**src/rtl/mem_port_arbiter_if.sv**
```systemverilog
// mem_port_arbiter_if: request, response and memory-side signals of the IF/MEM memory port arbiter.
// Rev 1.0
`default_nettype none

interface mem_port_arbiter_if #(
  parameter int WORD_SIZE = 16
);
  logic                 i_req;
  logic [WORD_SIZE-1:0] i_addr;
  logic [WORD_SIZE-1:0] i_rdata;
  logic                 i_ack;
  logic                 d_req;
  logic                 d_we;
  logic [WORD_SIZE-1:0] d_addr;
  logic [WORD_SIZE-1:0] d_wdata;
  logic [WORD_SIZE-1:0] d_rdata;
  logic                 d_ack;
  logic                 mem_read;
  logic                 mem_write;
  logic [WORD_SIZE-1:0] mem_addr;
  logic [WORD_SIZE-1:0] mem_wdata;
  logic [WORD_SIZE-1:0] mem_rdata;
  logic                 mem_ready;
  logic                 stall_if;
  logic                 stall_mem;
  logic                 mem_err;

  // Arbiter side
  modport slave (
    input  i_req, i_addr, d_req, d_we, d_addr, d_wdata, mem_rdata, mem_ready,
    output i_rdata, i_ack, d_rdata, d_ack, mem_read, mem_write, mem_addr, mem_wdata,
           stall_if, stall_mem, mem_err
  );

  // Pipeline stages and memory side
  modport master (
    output i_req, i_addr, d_req, d_we, d_addr, d_wdata, mem_rdata, mem_ready,
    input  i_rdata, i_ack, d_rdata, d_ack, mem_read, mem_write, mem_addr, mem_wdata,
           stall_if, stall_mem, mem_err
  );
endinterface

`default_nettype wire

```
**src/rtl/mem_port_arbiter.sv**
```systemverilog
// mem_port_arbiter: shares one single-ported memory between instruction fetch and data access.
// Rev 1.0
`default_nettype none

module mem_port_arbiter #(
  parameter int WORD_SIZE = 16,
  parameter int TIMEOUT   = 15,
  parameter int CNT_W     = 4
) (
  input  wire                     Clk,
  input  wire                     Reset,
  mem_port_arbiter_if.slave       bus
);

  localparam logic [1:0] S_IDLE  = 2'd0;
  localparam logic [1:0] S_IBUSY = 2'd1;
  localparam logic [1:0] S_DBUSY = 2'd2;

  // Counter value at which the current busy cycle is the last one allowed.
  localparam logic [CNT_W-1:0] c_CNT_LAST = CNT_W'(TIMEOUT - 1);

  logic [1:0]           r_state;
  logic [CNT_W-1:0]     r_cnt;
  logic                 r_mem_read;
  logic                 r_mem_write;
  logic [WORD_SIZE-1:0] r_mem_addr;
  logic [WORD_SIZE-1:0] r_mem_wdata;
  logic [WORD_SIZE-1:0] r_i_rdata;
  logic [WORD_SIZE-1:0] r_d_rdata;
  logic                 r_i_ack;
  logic                 r_d_ack;
  logic                 r_mem_err;

  logic w_d_elig;
  logic w_i_elig;
  logic w_cnt_last;

  assign w_d_elig   = bus.d_req & ~r_d_ack;
  assign w_i_elig   = bus.i_req & ~r_i_ack;
  assign w_cnt_last = (r_cnt == c_CNT_LAST);

  always_ff @(posedge Clk or posedge Reset) begin
    if (Reset) begin
      r_state     <= S_IDLE;
      r_cnt       <= '0;
      r_mem_read  <= 1'b0;
      r_mem_write <= 1'b0;
      r_mem_addr  <= '0;
      r_mem_wdata <= '0;
      r_i_rdata   <= '0;
      r_d_rdata   <= '0;
      r_i_ack     <= 1'b0;
      r_d_ack     <= 1'b0;
      r_mem_err   <= 1'b0;
    end else begin
      r_i_ack   <= 1'b0;
      r_d_ack   <= 1'b0;
      r_mem_err <= 1'b0;
      case (r_state)
        S_IDLE: begin
          r_cnt <= '0;
          // Data side wins ties: the MEM-stage instruction is older than the fetch.
          if (w_d_elig) begin
            r_mem_addr  <= bus.d_addr;
            r_mem_wdata <= bus.d_wdata;
            r_mem_read  <= ~bus.d_we;
            r_mem_write <= bus.d_we;
            r_state     <= S_DBUSY;
          end else if (w_i_elig) begin
            r_mem_addr  <= bus.i_addr;
            r_mem_read  <= 1'b1;
            r_mem_write <= 1'b0;
            r_state     <= S_IBUSY;
          end
        end
        S_IBUSY, S_DBUSY: begin
          if (bus.mem_ready) begin
            if (r_state == S_IBUSY) begin
              r_i_rdata <= bus.mem_rdata;
              r_i_ack   <= 1'b1;
            end else begin
              if (!r_mem_write) begin
                r_d_rdata <= bus.mem_rdata;
              end
              r_d_ack <= 1'b1;
            end
            r_mem_read  <= 1'b0;
            r_mem_write <= 1'b0;
            r_cnt       <= '0;
            r_state     <= S_IDLE;
          end else if (w_cnt_last) begin
            // Abort: ack still pulses so the requester unfreezes, with mem_err flagging bad data.
            r_i_ack     <= (r_state == S_IBUSY);
            r_d_ack     <= (r_state == S_DBUSY);
            r_mem_err   <= 1'b1;
            r_mem_read  <= 1'b0;
            r_mem_write <= 1'b0;
            r_cnt       <= '0;
            r_state     <= S_IDLE;
          end else begin
            r_cnt <= r_cnt + 1'b1;
          end
        end
        default: begin
          r_mem_read  <= 1'b0;
          r_mem_write <= 1'b0;
          r_cnt       <= '0;
          r_state     <= S_IDLE;
        end
      endcase
    end
  end

  assign bus.mem_read  = r_mem_read;
  assign bus.mem_write = r_mem_write;
  assign bus.mem_addr  = r_mem_addr;
  assign bus.mem_wdata = r_mem_wdata;
  assign bus.i_rdata   = r_i_rdata;
  assign bus.d_rdata   = r_d_rdata;
  assign bus.i_ack     = r_i_ack;
  assign bus.d_ack     = r_d_ack;
  assign bus.mem_err   = r_mem_err;
  assign bus.stall_if  = bus.i_req & ~r_i_ack;
  assign bus.stall_mem = bus.d_req & ~r_d_ack;

endmodule

`default_nettype wire

```
**src/flat_wrapper.sv**
```systemverilog
// flat-port wrapper written by rule: the top's interface ports become plain ports
module mem_port_arbiter_flat 
#(
  parameter int WORD_SIZE = 16,
  parameter int TIMEOUT   = 15,
  parameter int CNT_W     = 4
)
  (Clk, Reset, bus_i_req, bus_i_addr, bus_d_req, bus_d_we, bus_d_addr, bus_d_wdata, bus_mem_rdata, bus_mem_ready, bus_i_rdata, bus_i_ack, bus_d_rdata, bus_d_ack, bus_mem_read, bus_mem_write, bus_mem_addr, bus_mem_wdata, bus_stall_if, bus_stall_mem, bus_mem_err);
  mem_port_arbiter_if #(.WORD_SIZE(WORD_SIZE)) bus_i ();
  input  wire Clk;
  input  wire Reset;
  input wire logic [$bits(bus_i.i_req)-1:0] bus_i_req;
  input wire logic [$bits(bus_i.i_addr)-1:0] bus_i_addr;
  input wire logic [$bits(bus_i.d_req)-1:0] bus_d_req;
  input wire logic [$bits(bus_i.d_we)-1:0] bus_d_we;
  input wire logic [$bits(bus_i.d_addr)-1:0] bus_d_addr;
  input wire logic [$bits(bus_i.d_wdata)-1:0] bus_d_wdata;
  input wire logic [$bits(bus_i.mem_rdata)-1:0] bus_mem_rdata;
  input wire logic [$bits(bus_i.mem_ready)-1:0] bus_mem_ready;
  output wire logic [$bits(bus_i.i_rdata)-1:0] bus_i_rdata;
  output wire logic [$bits(bus_i.i_ack)-1:0] bus_i_ack;
  output wire logic [$bits(bus_i.d_rdata)-1:0] bus_d_rdata;
  output wire logic [$bits(bus_i.d_ack)-1:0] bus_d_ack;
  output wire logic [$bits(bus_i.mem_read)-1:0] bus_mem_read;
  output wire logic [$bits(bus_i.mem_write)-1:0] bus_mem_write;
  output wire logic [$bits(bus_i.mem_addr)-1:0] bus_mem_addr;
  output wire logic [$bits(bus_i.mem_wdata)-1:0] bus_mem_wdata;
  output wire logic [$bits(bus_i.stall_if)-1:0] bus_stall_if;
  output wire logic [$bits(bus_i.stall_mem)-1:0] bus_stall_mem;
  output wire logic [$bits(bus_i.mem_err)-1:0] bus_mem_err;
  assign bus_i.i_req = bus_i_req;
  assign bus_i.i_addr = bus_i_addr;
  assign bus_i.d_req = bus_d_req;
  assign bus_i.d_we = bus_d_we;
  assign bus_i.d_addr = bus_d_addr;
  assign bus_i.d_wdata = bus_d_wdata;
  assign bus_i.mem_rdata = bus_mem_rdata;
  assign bus_i.mem_ready = bus_mem_ready;
  assign bus_i_rdata = bus_i.i_rdata;
  assign bus_i_ack = bus_i.i_ack;
  assign bus_d_rdata = bus_i.d_rdata;
  assign bus_d_ack = bus_i.d_ack;
  assign bus_mem_read = bus_i.mem_read;
  assign bus_mem_write = bus_i.mem_write;
  assign bus_mem_addr = bus_i.mem_addr;
  assign bus_mem_wdata = bus_i.mem_wdata;
  assign bus_stall_if = bus_i.stall_if;
  assign bus_stall_mem = bus_i.stall_mem;
  assign bus_mem_err = bus_i.mem_err;
  mem_port_arbiter #(.WORD_SIZE(WORD_SIZE), .TIMEOUT(TIMEOUT), .CNT_W(CNT_W)) u_core (.Clk(Clk), .Reset(Reset), .bus(bus_i));
endmodule
```
**config.mk**
```make
export PLATFORM = sky130hd
export DESIGN_NAME = mem_port_arbiter_flat
export DESIGN_NICKNAME = d
export VERILOG_FILES = /design/src/rtl/mem_port_arbiter_if.sv /design/src/rtl/mem_port_arbiter.sv /design/src/flat_wrapper.sv
export SDC_FILE = /design/constraint.sdc
export NUM_CORES = 1
export LEC_CHECK = 0
export ABC_AREA = 0
export CAP_MARGIN = 15
export CORE_MARGIN = 2
export CORE_UTILIZATION = 30
export CTS_BUF_LIST = sky130_fd_sc_hd__clkbuf_4 sky130_fd_sc_hd__clkbuf_8
export DETAILED_ROUTE_END_ITERATION = 16
export HOLD_SLACK_MARGIN = 0.02
export PLACE_DENSITY = 0.57
export RECOVER_POWER = 25
export REMOVE_ABC_BUFFERS = 1
export SLEW_MARGIN = 15
export SYNTH_ARGS = -nofsm -noshare
export SYNTH_HDL_FRONTEND = slang
export SYNTH_SLANG_ARGS = --single-unit
```
**constraint.sdc**
```tcl
create_clock -name Clk -period 5.3 [get_ports Clk]
set_input_delay 0.53 -clock Clk [delete_from_list [all_inputs] [get_ports Clk]]
set_output_delay 0.53 -clock Clk [all_outputs]
set_load 0.1 [all_outputs]
```
==> run metrics <==
DP Area around 0.0047 sq mm; total clock buffers created by CTS 9; num ports 141; Setup Buffers After CTS 0; Tcrit/Tclk final 0.667; kind of capture point of the worst setup path output pin; number of max-cap violations 0; PostCTS Resize Cnt 0; WL per Instance between 10 and 15 um; clock slew at reported path FFs 0.08 ns; worst-skew pair later-pin latency between 0.3 and 0.4 ns; Tmin final roughly 3.5 ns; Starting Density 0.309; Post-Synthesis Cells around 210; DIE HEIGHT ~110 um; Critical Path Start bus_d_req; P&R area growth vs syn 53.6%; CP Class in2out; htree depth 3; Die Wd between 100 and 150 um; Final setup violation count 0; CP max FO 20; ys async rst share 1.00; Inst Count DP approximately 480; Synth cell types 30; slew margin rel. 0.327; final HPWL from detailed placement around 5.2 mm; final cell count without fillers between 400 and 500; Row Count 37; post-layout instance area about 0.005 sq mm; Final TNS setup 0 ns; Buffers on Ports between 100 and 150; Storage cell area approximately 0.0019 sq mm; CTS tree done; Clock Path Buffers 2; Max Clock Skew ~0.011 ns; GR Util All Layers 0.131; ys flop type dfrtp_1; Achievable Freq 283 MHz; Via Count between 2,000 and 2,500; Slew @ Worst Pin 1.01 ns; R2R Path End u_core.bus.d_rdata[8]$_DFFE_PP0P_; Max Slew Vio Count 0; die area ~0.011 sq mm; Ant. Diodes 0; number of remaining DRC errors 0; grt ovf 0; cts hold-fix bufs 0; pin count of the biggest net entering global routing 54; final worst setup slack between 1.5 and 2 ns; Synth Area per Inst ~15 sq um; Syn. warnings 0; CTS Sinks between 70 and 80; core area just over 0.01 sq mm; vias in the first global route 2,375; clk root buf clkbuf_8; total wire length ~7 mm; post-route ant nets 0; Hold Crit Class reg2reg; setup slack at placement about 1.7 ns; r2r startpoint u_core.r_state[0]$_DFFE_PP0P_; Fin. Hold Viols 0; final net count approximately 430; RePlAce Congestion around 0.72; worst setup path endpoint bus_stall_mem; Starting DRT DRC Count 31; Cell Area, Synth about 0.0032 sq mm; reg2reg path depth 5; unrepaired setup endpoints after global routing no; Vias/cell between 4 and 5; first drt pass iteration count 4; register area share after synthesis 0.589; R2R Setup Slk between 3 and 4 ns; share of cells above drive strength 1 0.285; required time of the critical path roughly 4.8 ns; outcome finished clean; Filler cells 971; CP Launch Type input pin; area occupied by multi-input gates 0.00123 sq mm; initial antenna violation count 0; EDFF count, synth 0; first-pass GRT wire length 11.6 mm; #FFs+latches synth between 70 and 80; CP Data Arrival Time ~3 ns
how the worst min path moves through the flow:
stage | start | endpoint | slack, ns | depth (start not counted)
6_report | u_core.r_cnt[0]$_DFF_PP0_ | u_core.r_cnt[0]$_DFF_PP0_ | 0.49 | 1
3_5_place_dp | u_core.r_cnt[0]$_DFF_PP0_ | u_core.r_cnt[0]$_DFF_PP0_ | 0.49 | 1
2_1_floorplan | u_core.r_cnt[0]$_DFF_PP0_ | u_core.r_cnt[0]$_DFF_PP0_ | 0.45 | 1
3_3_place_gp | u_core.r_cnt[0]$_DFF_PP0_ | u_core.r_cnt[0]$_DFF_PP0_ | 0.48 | 1
5_1_grt | u_core.r_cnt[0]$_DFF_PP0_ | u_core.r_cnt[0]$_DFF_PP0_ | 0.51 | 1
4_1_cts | Reset | u_core.bus.i_rdata[15]$_DFFE_PP0P_ | 0.47 | 2
kinds of logic after synthesis:
family	count (synthesis)	share of synthesized area
adders and majority gates	5	0.0196
and+or+nand+nor	27	0.0510
DFF	75	0.589
muxes	80	0.283
AOI/OAI and AO/OA	10	0.0275
xor gates and xnor gates	2	0.00550
buffers and inverters	12	0.0251
through the flow:
stage / hold slack (ns) / util
finish: 0.494 / 0.474
detailed placement: 0.486 / 0.456
floorplan: 0.453 / -
CTS: 0.469 / 0.474
global route: 0.513 / 0.474
global placement: 0.476 / 0.456
layout by cell type, fill, tap and decap left out, types with 3 or more instances in the layout:
master	count
clkinvlp_4	3
ha_1	5
nor2_1	6
dfrtp_1	75
clkdlybuf4s50_1	139
nand2_1	5
clkbuf_8	10
mux2_2	80
inv_1	5
nand3_1	5
flip-flops by register name, indices dropped and copies added (netlist names):
signal / count
u_core.bus.d_rdata: 16
u_core.bus.i_rdata: 16
u_core.bus.mem_addr: 16
u_core.bus.mem_wdata: 16
u_core.r_cnt: 4
u_core.r_state: 2
u_core.bus.d_ack: 1
u_core.bus.i_ack: 1
u_core.bus.mem_err: 1
u_core.bus.mem_read: 1
u_core.bus.mem_write: 1
worst max-delay path: stages:
cell             delay (ns)
clkdlybuf4s50_1        0.51
nand2b_4               0.09
inv_1                  0.59
clkdlybuf4s50_1        1.27
layout make-up:
cell class              count  share of cell area
well taps                 136              0.0347
repair buffers            141               0.288
multi-input cells         124               0.251
flip-flops and latches     75               0.383
clock inverters             6             0.00996
clock buffers              10              0.0281
inverters                   6             0.00485
layer usage:
metal  GRT usage  routed length (um)
met1       0.154                2920
met2       0.212                3450
met3      0.0657                 761
met4      0.0334                  65
met5           0                   0
cells in the mapped netlist, types with 2 or more instances:
| cell type | count | share of area |
|---|---|---|
| dfrtp_1 | 75 | 0.59 |
| a22oi_1 | 2 | 0.0047 |
| nand2b_1 | 2 | 0.0039 |
| nand2_1 | 5 | 0.0059 |
| inv_1 | 6 | 0.0071 |
| buf_6 | 4 | 0.014 |
| ha_1 | 5 | 0.020 |
| nor2_1 | 6 | 0.0071 |
| nor2b_1 | 2 | 0.0039 |
| mux2_2 | 80 | 0.28 |
| nand3_1 | 5 | 0.0078 |
Power is left out: the tool's default activity adds up to more than one toggle a clock period on the data nets, which glitch-free logic cannot reach.
